===== src/rtl/mem_xbar_pkg.sv =====
// rtl/mem_xbar_pkg.sv - address map, defaults and master FSM states for mem_xbar
package configure;

   localparam int NUM_SLAVES_DEF     = 4;
   localparam int TIMEOUT_CYCLES_DEF = 1024;
   localparam int MAP_ADDR_W         = 32;

   // Slave k owns [slave_base[k], slave_top[k]); index 0 is the rightmost entry
   localparam logic [NUM_SLAVES_DEF-1:0][MAP_ADDR_W-1:0] slave_base = {
      32'h0030_0000, 32'h0020_0000, 32'h0010_0000, 32'h0000_0000
   };
   localparam logic [NUM_SLAVES_DEF-1:0][MAP_ADDR_W-1:0] slave_top = {
      32'h0030_0010, 32'h0020_0010, 32'h0010_0010, 32'h0001_0000
   };

   typedef enum logic [1:0] {
      IDLE,
      WAIT_GRANT,
      WAIT_READY,
      DECERR
   } mst_state_t;

endpackage


===== src/rtl/mem_xbar_if.sv =====
// rtl/mem_xbar_if.sv - bus bundle between core masters, crossbar and slaves
interface mem_xbar_if #(
   parameter int NUM_SLAVES = 4,
   parameter int ADDR_W     = 32,
   parameter int DATA_W     = 32
);
   logic                                  imemory_valid, dmemory_valid;
   logic                                  imemory_instr, dmemory_instr;
   logic [ADDR_W-1:0]                     imemory_addr, dmemory_addr;
   logic [DATA_W-1:0]                     imemory_wdata, dmemory_wdata;
   logic [DATA_W/8-1:0]                   imemory_wstrb, dmemory_wstrb;
   logic [DATA_W-1:0]                     imemory_rdata, dmemory_rdata;
   logic                                  imemory_ready, dmemory_ready;
   logic                                  imemory_err, dmemory_err;

   logic [NUM_SLAVES-1:0]                 slave_valid;
   logic [NUM_SLAVES-1:0]                 slave_instr;
   logic [NUM_SLAVES-1:0][ADDR_W-1:0]     slave_addr;
   logic [NUM_SLAVES-1:0][DATA_W-1:0]     slave_wdata;
   logic [NUM_SLAVES-1:0][DATA_W/8-1:0]   slave_wstrb;
   logic [NUM_SLAVES-1:0][DATA_W-1:0]     slave_rdata;
   logic [NUM_SLAVES-1:0]                 slave_ready;

   // Core side: issues requests, receives responses
   modport master (
      output imemory_valid, imemory_instr, imemory_addr, imemory_wdata, imemory_wstrb,
      output dmemory_valid, dmemory_instr, dmemory_addr, dmemory_wdata, dmemory_wstrb,
      input  imemory_rdata, imemory_ready, imemory_err,
      input  dmemory_rdata, dmemory_ready, dmemory_err,
      input  slave_valid, slave_instr, slave_addr, slave_wdata, slave_wstrb,
      output slave_rdata, slave_ready
   );

   // Crossbar side: serves the core masters and drives the slave ports
   modport slave (
      input  imemory_valid, imemory_instr, imemory_addr, imemory_wdata, imemory_wstrb,
      input  dmemory_valid, dmemory_instr, dmemory_addr, dmemory_wdata, dmemory_wstrb,
      output imemory_rdata, imemory_ready, imemory_err,
      output dmemory_rdata, dmemory_ready, dmemory_err,
      output slave_valid, slave_instr, slave_addr, slave_wdata, slave_wstrb,
      input  slave_rdata, slave_ready
   );
endinterface


===== src/rtl/mem_xbar_arb.sv =====
// rtl/mem_xbar_arb.sv - per-slave two-requester round-robin arbiter with busy/owner tracking
module mem_xbar_arb (
   input  logic       clk,
   input  logic       rst,
   input  logic [1:0] req,     // bit 0 = instruction master, bit 1 = data master
   input  logic       ready,
   input  logic       abort,
   output logic [1:0] gnt,
   output logic       active,
   output logic       owner
);
   logic busy;
   logic ptr;   // 1 = data master has priority on the next contended grant
   logic rel;   // a response was taken last cycle; slave frees at the end of this one

   // Grant only a free slave; the pointer breaks ties
   always_comb begin
      gnt = 2'b00;
      if (!busy) begin
         if (req == 2'b11) gnt = ptr ? 2'b10 : 2'b01;
         else              gnt = req;
      end
   end

   // Responses are accepted only once per transaction and never while idle
   assign active = busy & ~rel;

   // Ownership, release and round-robin pointer state
   always_ff @(posedge clk) begin
      if (rst) begin
         busy  <= 1'b0;
         owner <= 1'b0;
         ptr   <= 1'b1;
         rel   <= 1'b0;
      end else begin
         rel <= active & ready & ~abort;
         if (gnt != 2'b00) begin
            busy  <= 1'b1;
            owner <= gnt[1];
            if (req == 2'b11) ptr <= ~ptr;
         end else if (rel || abort) begin
            busy <= 1'b0;
         end
      end
   end
endmodule


===== src/rtl/mem_xbar.sv =====
// rtl/mem_xbar.sv - two-master N-slave memory crossbar; optional MEM_XBAR_TIMEOUT_EN response timeout
module mem_xbar
   import configure::*;
#(
   parameter int NUM_SLAVES     = NUM_SLAVES_DEF,
   parameter int ADDR_W         = 32,
   parameter int DATA_W         = 32,
   parameter int TIMEOUT_CYCLES = TIMEOUT_CYCLES_DEF
) (
   input logic       clk,
   input logic       rst,
   mem_xbar_if.slave bus
);
   localparam int STRB_W = DATA_W / 8;
   localparam int IDX_W  = (NUM_SLAVES > 1) ? $clog2(NUM_SLAVES) : 1;

   // Master index 0 = instruction port, 1 = data port
   logic [1:0]        m_valid, m_instr;
   logic [ADDR_W-1:0] m_addr  [2];
   logic [DATA_W-1:0] m_wdata [2];
   logic [STRB_W-1:0] m_wstrb [2];

   mst_state_t        state    [2];
   mst_state_t        state_nx [2];
   logic [ADDR_W-1:0] addr_q   [2];
   logic [DATA_W-1:0] wdata_q  [2];
   logic [STRB_W-1:0] wstrb_q  [2];
   logic [1:0]        instr_q;
   logic [IDX_W-1:0]  tgt_q    [2];

   logic [1:0]        hit;
   logic [IDX_W-1:0]  idx [2];
   logic [1:0]        req [NUM_SLAVES];
   logic [1:0]        gnt [NUM_SLAVES];
   logic [NUM_SLAVES-1:0] active, owner, abort;
   logic [1:0]        granted, resp, tmo;
   logic [1:0]        rdy_o, err_o;
   logic [DATA_W-1:0] rdata_o [2];

   assign m_valid    = {bus.dmemory_valid, bus.imemory_valid};
   assign m_instr    = {bus.dmemory_instr, bus.imemory_instr};
   assign m_addr[0]  = bus.imemory_addr;
   assign m_addr[1]  = bus.dmemory_addr;
   assign m_wdata[0] = bus.imemory_wdata;
   assign m_wdata[1] = bus.dmemory_wdata;
   assign m_wstrb[0] = bus.imemory_wstrb;
   assign m_wstrb[1] = bus.dmemory_wstrb;

   // Address decode; scanning downwards lets the lowest matching slave win
   always_comb begin
      for (int m = 0; m < 2; m++) begin
         hit[m] = 1'b0;
         idx[m] = '0;
         for (int k = NUM_SLAVES - 1; k >= 0; k--) begin
            if (m_addr[m] >= ADDR_W'(slave_base[k]) && m_addr[m] < ADDR_W'(slave_top[k])) begin
               hit[m] = 1'b1;
               idx[m] = IDX_W'(k);
            end
         end
      end
   end

   // Per-slave request vectors from masters waiting for a grant
   always_comb begin
      for (int k = 0; k < NUM_SLAVES; k++) begin
         req[k] = 2'b00;
         for (int m = 0; m < 2; m++)
            req[k][m] = (state[m] == WAIT_GRANT) && (tgt_q[m] == IDX_W'(k));
      end
   end

   for (genvar k = 0; k < NUM_SLAVES; k++) begin : g_arb
      mem_xbar_arb u_arb (
         .clk    (clk),
         .rst    (rst),
         .req    (req[k]),
         .ready  (bus.slave_ready[k]),
         .abort  (abort[k]),
         .gnt    (gnt[k]),
         .active (active[k]),
         .owner  (owner[k])
      );
   end

   // Fold grants per master and detect responses owned by each master
   always_comb begin
      granted = 2'b00;
      for (int k = 0; k < NUM_SLAVES; k++) granted = granted | gnt[k];
      for (int m = 0; m < 2; m++)
         resp[m] = (state[m] == WAIT_READY) && active[tgt_q[m]] &&
                   (owner[tgt_q[m]] == 1'(m)) && bus.slave_ready[tgt_q[m]];
   end

`ifdef MEM_XBAR_TIMEOUT_EN
   logic [31:0] cnt [2];

   // Count cycles spent waiting for the owned slave
   always_ff @(posedge clk) begin
      for (int m = 0; m < 2; m++) begin
         if (rst || state[m] != WAIT_READY) cnt[m] <= '0;
         else                               cnt[m] <= cnt[m] + 32'd1;
      end
   end

   // Give up on a slave that has not answered within the budget
   always_comb begin
      for (int m = 0; m < 2; m++)
         tmo[m] = (state[m] == WAIT_READY) && (cnt[m] == 32'(TIMEOUT_CYCLES)) && !resp[m];
   end
`else
   logic unused_timeout;
   assign unused_timeout = |TIMEOUT_CYCLES;
   assign tmo = 2'b00;
`endif

   // A timed-out master releases its slave
   always_comb begin
      abort = '0;
      for (int m = 0; m < 2; m++)
         if (tmo[m]) abort[tgt_q[m]] = 1'b1;
   end

   // Master FSM next-state logic; requests outside IDLE are ignored
   always_comb begin
      for (int m = 0; m < 2; m++) begin
         state_nx[m] = state[m];
         case (state[m])
            IDLE:       if (m_valid[m]) state_nx[m] = hit[m] ? WAIT_GRANT : DECERR;
            WAIT_GRANT: if (granted[m]) state_nx[m] = WAIT_READY;
            WAIT_READY: if (resp[m] || tmo[m]) state_nx[m] = IDLE;
            DECERR:     state_nx[m] = IDLE;
            default:    state_nx[m] = IDLE;
         endcase
      end
   end

   // Master FSM state and request buffer registers
   always_ff @(posedge clk) begin
      for (int m = 0; m < 2; m++) begin
         if (rst) begin
            state[m]   <= IDLE;
            addr_q[m]  <= '0;
            wdata_q[m] <= '0;
            wstrb_q[m] <= '0;
            instr_q[m] <= 1'b0;
            tgt_q[m]   <= '0;
         end else begin
            state[m] <= state_nx[m];
            if (state[m] == IDLE && m_valid[m] && hit[m]) begin
               addr_q[m]  <= m_addr[m] ^ ADDR_W'(slave_base[idx[m]]);
               wdata_q[m] <= m_wdata[m];
               wstrb_q[m] <= m_wstrb[m];
               instr_q[m] <= m_instr[m];
               tgt_q[m]   <= idx[m];
            end
         end
      end
   end

   // Slave request pulses carry the granted master's buffer, zero otherwise
   always_comb begin
      bus.slave_valid = '0;
      bus.slave_instr = '0;
      bus.slave_addr  = '0;
      bus.slave_wdata = '0;
      bus.slave_wstrb = '0;
      for (int k = 0; k < NUM_SLAVES; k++) begin
         if (gnt[k] != 2'b00) begin
            bus.slave_valid[k] = 1'b1;
            bus.slave_instr[k] = gnt[k][1] ? instr_q[1] : instr_q[0];
            bus.slave_addr[k]  = gnt[k][1] ? addr_q[1]  : addr_q[0];
            bus.slave_wdata[k] = gnt[k][1] ? wdata_q[1] : wdata_q[0];
            bus.slave_wstrb[k] = gnt[k][1] ? wstrb_q[1] : wstrb_q[0];
         end
      end
   end

   // Master responses: routed slave data, decode error or timeout error
   always_comb begin
      for (int m = 0; m < 2; m++) begin
         rdy_o[m]   = 1'b0;
         err_o[m]   = 1'b0;
         rdata_o[m] = '0;
         if (state[m] == DECERR || tmo[m]) begin
            rdy_o[m] = 1'b1;
            err_o[m] = 1'b1;
         end else if (resp[m]) begin
            rdy_o[m]   = 1'b1;
            rdata_o[m] = bus.slave_rdata[tgt_q[m]];
         end
      end
   end

   assign bus.imemory_ready = rdy_o[0];
   assign bus.imemory_err   = err_o[0];
   assign bus.imemory_rdata = rdata_o[0];
   assign bus.dmemory_ready = rdy_o[1];
   assign bus.dmemory_err   = err_o[1];
   assign bus.dmemory_rdata = rdata_o[1];
endmodule

===== src/flat_wrapper.sv =====
// flat-port wrapper written by rule: the top's interface ports become plain ports
module mem_xbar_flat import configure::*;
#(
   parameter int NUM_SLAVES     = NUM_SLAVES_DEF,
   parameter int ADDR_W         = 32,
   parameter int DATA_W         = 32,
   parameter int TIMEOUT_CYCLES = TIMEOUT_CYCLES_DEF
)
  (clk, rst, bus_imemory_valid, bus_imemory_instr, bus_imemory_addr, bus_imemory_wdata, bus_imemory_wstrb, bus_dmemory_valid, bus_dmemory_instr, bus_dmemory_addr, bus_dmemory_wdata, bus_dmemory_wstrb, bus_imemory_rdata, bus_imemory_ready, bus_imemory_err, bus_dmemory_rdata, bus_dmemory_ready, bus_dmemory_err, bus_slave_valid, bus_slave_instr, bus_slave_addr, bus_slave_wdata, bus_slave_wstrb, bus_slave_rdata, bus_slave_ready);
  mem_xbar_if #(.NUM_SLAVES(NUM_SLAVES), .ADDR_W(ADDR_W), .DATA_W(DATA_W)) bus_i ();
  input logic clk;
  input logic rst;
  input wire logic [$bits(bus_i.imemory_valid)-1:0] bus_imemory_valid;
  input wire logic [$bits(bus_i.imemory_instr)-1:0] bus_imemory_instr;
  input wire logic [$bits(bus_i.imemory_addr)-1:0] bus_imemory_addr;
  input wire logic [$bits(bus_i.imemory_wdata)-1:0] bus_imemory_wdata;
  input wire logic [$bits(bus_i.imemory_wstrb)-1:0] bus_imemory_wstrb;
  input wire logic [$bits(bus_i.dmemory_valid)-1:0] bus_dmemory_valid;
  input wire logic [$bits(bus_i.dmemory_instr)-1:0] bus_dmemory_instr;
  input wire logic [$bits(bus_i.dmemory_addr)-1:0] bus_dmemory_addr;
  input wire logic [$bits(bus_i.dmemory_wdata)-1:0] bus_dmemory_wdata;
  input wire logic [$bits(bus_i.dmemory_wstrb)-1:0] bus_dmemory_wstrb;
  output wire logic [$bits(bus_i.imemory_rdata)-1:0] bus_imemory_rdata;
  output wire logic [$bits(bus_i.imemory_ready)-1:0] bus_imemory_ready;
  output wire logic [$bits(bus_i.imemory_err)-1:0] bus_imemory_err;
  output wire logic [$bits(bus_i.dmemory_rdata)-1:0] bus_dmemory_rdata;
  output wire logic [$bits(bus_i.dmemory_ready)-1:0] bus_dmemory_ready;
  output wire logic [$bits(bus_i.dmemory_err)-1:0] bus_dmemory_err;
  output wire logic [$bits(bus_i.slave_valid)-1:0] bus_slave_valid;
  output wire logic [$bits(bus_i.slave_instr)-1:0] bus_slave_instr;
  output wire logic [$bits(bus_i.slave_addr)-1:0] bus_slave_addr;
  output wire logic [$bits(bus_i.slave_wdata)-1:0] bus_slave_wdata;
  output wire logic [$bits(bus_i.slave_wstrb)-1:0] bus_slave_wstrb;
  input wire logic [$bits(bus_i.slave_rdata)-1:0] bus_slave_rdata;
  input wire logic [$bits(bus_i.slave_ready)-1:0] bus_slave_ready;
  assign bus_i.imemory_valid = bus_imemory_valid;
  assign bus_i.imemory_instr = bus_imemory_instr;
  assign bus_i.imemory_addr = bus_imemory_addr;
  assign bus_i.imemory_wdata = bus_imemory_wdata;
  assign bus_i.imemory_wstrb = bus_imemory_wstrb;
  assign bus_i.dmemory_valid = bus_dmemory_valid;
  assign bus_i.dmemory_instr = bus_dmemory_instr;
  assign bus_i.dmemory_addr = bus_dmemory_addr;
  assign bus_i.dmemory_wdata = bus_dmemory_wdata;
  assign bus_i.dmemory_wstrb = bus_dmemory_wstrb;
  assign bus_imemory_rdata = bus_i.imemory_rdata;
  assign bus_imemory_ready = bus_i.imemory_ready;
  assign bus_imemory_err = bus_i.imemory_err;
  assign bus_dmemory_rdata = bus_i.dmemory_rdata;
  assign bus_dmemory_ready = bus_i.dmemory_ready;
  assign bus_dmemory_err = bus_i.dmemory_err;
  assign bus_slave_valid = bus_i.slave_valid;
  assign bus_slave_instr = bus_i.slave_instr;
  assign bus_slave_addr = bus_i.slave_addr;
  assign bus_slave_wdata = bus_i.slave_wdata;
  assign bus_slave_wstrb = bus_i.slave_wstrb;
  assign bus_i.slave_rdata = bus_slave_rdata;
  assign bus_i.slave_ready = bus_slave_ready;
  mem_xbar #(.NUM_SLAVES(NUM_SLAVES), .ADDR_W(ADDR_W), .DATA_W(DATA_W), .TIMEOUT_CYCLES(TIMEOUT_CYCLES)) u_core (.clk(clk), .rst(rst), .bus(bus_i));
endmodule

===== config.mk =====
export PLATFORM = sky130hd
export DESIGN_NAME = mem_xbar_flat
export DESIGN_NICKNAME = d
export VERILOG_FILES = /design/src/rtl/mem_xbar_pkg.sv /design/src/rtl/mem_xbar_if.sv /design/src/rtl/mem_xbar_arb.sv /design/src/rtl/mem_xbar.sv /design/src/flat_wrapper.sv
export SDC_FILE = /design/constraint.sdc
export NUM_CORES = 1
export LEC_CHECK = 0
export ABC_AREA = 1
export CORE_AREA = 2 2 240 242
export CTS_CLUSTER_DIAMETER = 50
export DETAILED_ROUTE_END_ITERATION = 16
export DIE_AREA = 0 0 242 244
export PLACE_DENSITY = 0.62
export SETUP_SLACK_MARGIN = 0.02
export SLEW_MARGIN = 20
export SYNTH_ARGS = -nofsm -noshare
export SYNTH_HDL_FRONTEND = slang
export SYNTH_SLANG_ARGS = --single-unit

===== constraint.sdc =====
create_clock -name clk -period 3.7 [get_ports clk]
set_clock_uncertainty 0.15 [all_clocks]
set_input_delay 0.74 -clock clk [delete_from_list [all_inputs] [get_ports clk]]
set_output_delay 0.74 -clock clk [all_outputs]
set_load 0.1 [all_outputs]

# Word-level counts from Yosys, hierarchy flattened
# Memory sizes are Yosys's and may differ from the RTL's.
# Index checks and enable logic that the tools add are counted.
# Widths: inputs -> output; s select.
word_totals:
  ram_bits: 144
  memories: 5
  reg_bits: 18
  out_inout_bits: 348
op_classes:
  bitwise_logic: 32
  muxes: 131
  order_cmp: 20
  eq_ne: 16
  reduce_logical: 42
mem_list:
  columns: ["memory", "depth", "width", "rd", "rd_clocked_by_memory_dff", "write_ports", "line", "rtl"]
  rows:
  - ["u_core.addr_q", 2, 32, 2, 0, 2, "mem_xbar.sv:25", "logic [ADDR_W-1:0] addr_q [2];"]
  - ["u_core.wdata_q", 2, 32, 2, 0, 2, "mem_xbar.sv:26", "logic [DATA_W-1:0] wdata_q [2];"]
  - ["u_core.wstrb_q", 2, 4, 2, 0, 2, "mem_xbar.sv:27", "logic [STRB_W-1:0] wstrb_q [2];"]
  - ["u_core.state", 2, 2, 2, 0, 2, "mem_xbar.sv:23", "mst_state_t state [2];"]
  - ["u_core.tgt_q", 2, 2, 2, 0, 2, "mem_xbar.sv:29", "logic [IDX_W-1:0] tgt_q [2];"]
op_table:
  columns: ["op", "count"]
  rows:
  - ["$mux 32", 28]
  - ["$bmux 32 s2", 4]
  - ["$ge 32x22->1 const B", 4]
  - ["$lt 32x22->1 const B", 4]
  - ["$ge 32x1->1 const B", 2]
  - ["$ge 32x21->1 const B", 2]
  - ["$lt 32x17->1 const B", 2]
  - ["$lt 32x21->1 const B", 2]
  - ["$mux 2", 32]
  - ["$xor 32x32->32", 2]
  - ["$mux 1", 49]
  - ["$mux 4", 10]
  - ["$logic_and 1x1->1", 26]
  - ["$eq 2x2->1 const B", 12]
  - ["$pmux 2 s4", 2]
  - ["$reduce_bool 2->1", 8]
  - ["$bmux 1 s2", 6]
  - ["$lt 2x3->1 const B", 4]
  - ["$or 1x1->1", 10]
  - ["$not 1->1", 9]
  - ["$and 1x1->1", 8]
  - ["$eq 2x1->1 const B", 4]
  - ["$logic_not 2->1", 4]
  - ["$reduce_and 2->1", 4]
  - ["$or 2x2->2", 3]

# Depth between registers and ports, before layout
# An unclocked memory read counts as a cell.
logic_depth:
  ltp_word: 12
  depth_mapped: 13
  depth_no_buf: 13

# By module
# Synthesis repeated with hierarchy kept, for this count alone.
unflattened:
  hier_cells: 1903
  hier_area_um2: 12667.1
modules_own_cells:
  columns: ["mod", "n_inst", "cells_per_inst", "area_each_um2"]
  rows:
  - ["mem_xbar", 1, 1803, 11871.4]
  - ["mem_xbar_arb", 4, 25, 198.9]

# Least setup slack after synthesis
# OpenSTA, ideal clock, no wires.
synth_path:
  kind: "reg2out"
  from: "memory u_core.state[1][0] (netlist name)"
  to: "output port bus_dmemory_rdata[0]"
  required_time_ns: 2.810
  path_slack_ns: -3.360
  arrival_ns: 6.170
  stages_incl_launch_ff: 6
  cell_sequence: "dfxtp_1 -> ha_1 -> inv_1 -> clkbuf_1 -> o21ai_0 -> a2111oi_0"
synth_lines:
  columns: ["item", "line", "rtl"]
  rows:
  - ["from (decl)", "mem_xbar.sv:23", null]
  - ["to (decl)", "flat_wrapper.sv:26", "output wire logic [$bits(bus_i.dmemory_rdata)-1:0] bus_dmemory_rdata;"]

==> results.toml <==
[status]
status = "finished, final reports clean"

[critical_path]
critPathArrivalTime_ns = 2.71
worstSetupPathType = "flop to primary output"
cp-start-kind = "flop"
worstSetupEndpointType = "primary output"
rrSetupSlack_ns = 1.21
r2r_start = "u_core.tgt_q[1][1]$_SDFFCE_PN0P_"
r2r-end = "u_core.state[0][1]$_SDFFE_PP0P_"
rr_worst_depth = 11
worstPathMaxFanout = 18
worstPathRequired_ns = 2.81

[clocking]
cts.sinks = 162
cts_tree = "done"
root_buffer = "clkbuf_16"
clk_latency_ns = 0.49
holdBufCountCts = 0
htreeDepth = 4
clk_path_buf_depth = 2
path_clk_slew_ns = 0.06
cts_buffers = 17

[logic_synthesis]
ys_ff_latch = 162
synth_flop_cell = "edfxtp_1"
synthCells = 1674
synth-edff-count = 140
ys_seq_area_frac = 0.380
syn_area_um2 = 12200
synth_top_area_frac = 0.344
synth_cell_type_count = 43
async_flop_share = 0
yosys-top-cells-area = "edfxtp_1, o21ai_0, a21oi_1"
synth_area_per_cell_um2 = 7.29
yosysTopAreaCell = "edfxtp_1"
yosys_warnings = 0

[detailed_routing]
drtAntennaViolNets = 0
firstDrtPassIters = 6
drtIter0Drc = 1131
via_per_inst = 5.00
vias = 15369
drc_errors = 0
wirelength_mm = 74.6
post_drt_wl_per_cell_um = 24.3

[sta]
period_needed_ns = 3.60
hold_ws_ns = 0.339
slew_headroom = 0.491
fmax_mhz = 278
hold_violations = 0
min_period_over_period = 0.973
tightest_slew_ns = 0.756
grt_setup_unrepaired = "yes"
setup_viol = 0
slew_violations = 0

[floorplanning]
coreArea_um2 = 56200
fp.dieW_um = 242
io_pins = 622
start_util = 0.217
dieArea_um2 = 59000
fp.dieH_um = 244
fp-row-count = 87

[placement]
io_buffers = 621
post-dp-hpwl_mm = 52.3
placed_cell_area_um2 = 24400
place.gp.congestion = 0.963
post-place-cells = 3017

[power_and_ir_drop]
power_leakage_uw = 0.00957
finalPower_uw = 12100
power_density_nw_per_um2 = 472
vdd_drop_max_v = 0.000412

[cells_and_area]
fillCellCount = 5199
final_cells = 3076
final_layout_size_suffix_gt1_frac = 0.338
final_nets = 2590
fin_util = 0.455
final_cell_mix = "buf_12, clkdlybuf4s50_1, inv_1"
seqCellArea_um2 = 4640
final_area_um2 = 25600
area_delta_synth_final_pct = 109
multi_input_area_um2 = 7470
layout_commonest_cell = "buf_12"

[worst_hold_path]
holdPathStages = 2
hold_class = "flop to flop"
hold_path_startpoint = "u_core.g_arb[3].u_arb.owner$_SDFFE_PP0N_"
holdPathEnd = "u_core.g_arb[3].u_arb.owner$_SDFFE_PP0N_"

[run]
cap_violations = 0

[global_routing]
antenna_found_initial = 4
grt_pass1_wl_mm = 107
grt_max_degree = 59
grt_pass1_vias = 15763
track_usage = 0.244
grt_overflow_total = 0
## worst max-delay path by stage
| stage | start | end | cells after the start |
|---|---|---|---|
| after floorplan | bus_slave_ready[2] | bus_dmemory_rdata[19] | 7 |
| after global placement | bus_slave_ready[1] | bus_imemory_rdata[3] | 8 |
| after detailed placement | bus_slave_ready[1] | bus_imemory_rdata[3] | 8 |
| after CTS | u_core.state[0][1]$_SDFFE_PP0P_ | bus_slave_addr[0] | 12 |
| after global routing | u_core.state[0][1]$_SDFFE_PP0P_ | bus_slave_wdata[18] | 11 |
| final | u_core.tgt_q[1][1]$_SDFFCE_PN0P_ | bus_slave_addr[2] | 10 |
## per-layer routing
layer / vias to the layer above / global-route usage / part of all wire
li1: 6978 / - / -
met1: 7524 / 0.277 / 0.37
met2: 752 / 0.427 / 0.51
met3: 113 / 0.0731 / 0.085
met4: 2 / 0.0969 / 0.034
met5: - / 0 / 0.00019
## timing repair
item | 4_1_cts | 5_1_grt
pin swaps | 5 | 5
setup endpoints to repair | 234 | 258
resized for setup | 21 | 28
buffers inserted | 12 | 4
gates cloned | 6 | 4
## cells in the mapped netlist (all sizes together), types with 4 or more instances
cell type,n
inv,243
nand3,25
a211oi,4
clkbuf,53
nand2,159
dfxtp,22
buf,77
o21ai,345
edfxtp,140
nand4,6
o22ai,57
a2111oi,13
ha,10
nor4,45
o221ai,6
nor2,222
nor3,9
a21oi,225
## logic make-up after synthesis
kind of cell / share of synthesized area
AO/OA/AOI/OAI: 0.290
XOR/XNOR: 0.000718
adder cells (fa/ha/maj): 0.0103
buffers and inverters: 0.130
flip-flops: 0.380
other: 0.000307
AND/OR/NAND/NOR: 0.189
## where the power goes
group | internal (µW) | switching [µW]
registers | 2090 | 84.0
logic | 2590 | 5330
clock network | 1120 | 853
## stage by stage
| step | setup slack, ns | TNS, ns |
|---|---|---|
| 3_5_place_dp | 0.180 | 0 |
| 2_1_floorplan | -0.906 | -7.13 |
| 5_1_grt | -0.0146 | -0.0283 |
| 3_3_place_gp | 0.184 | 0 |
| 4_1_cts | 0.00182 | 0 |
| 6_report | 0.0999 | 0 |
## worst max-delay path, cell delays in order, from the launching register on
cell	delay [ns]
edfxtp_1	0.53
nor2_2	0.19
nand2_1	0.11
nor2_2	0.14
nand2_2	0.16
nand2_4	0.20
buf_12	0.13
buf_16	0.16
o21ai_0	0.14
a21oi_2	0.22
buf_12	0.21
## final cells by class
cell class              instances  share of cell area
flip-flops and latches        162               0.182
multi-input cells            1169               0.292
clock inverters                13             0.00724
repair buffers                711               0.428
diodes                          2            0.000196
clock buffers                  18              0.0168
well taps                     756              0.0370
inverters                     245              0.0372
## sequential cells by signal, indices dropped and copies added, names as in the netlist
name	cells
u_core.addr_q	64
u_core.wdata_q	64
u_core.wstrb_q	8
u_core.g_arb.u_arb.busy	4
u_core.g_arb.u_arb.owner	4
u_core.g_arb.u_arb.ptr	4
u_core.g_arb.u_arb.rel	4
u_core.state	4
u_core.tgt_q	4
u_core.instr_q	2
(Power assumes the default switching activity.)
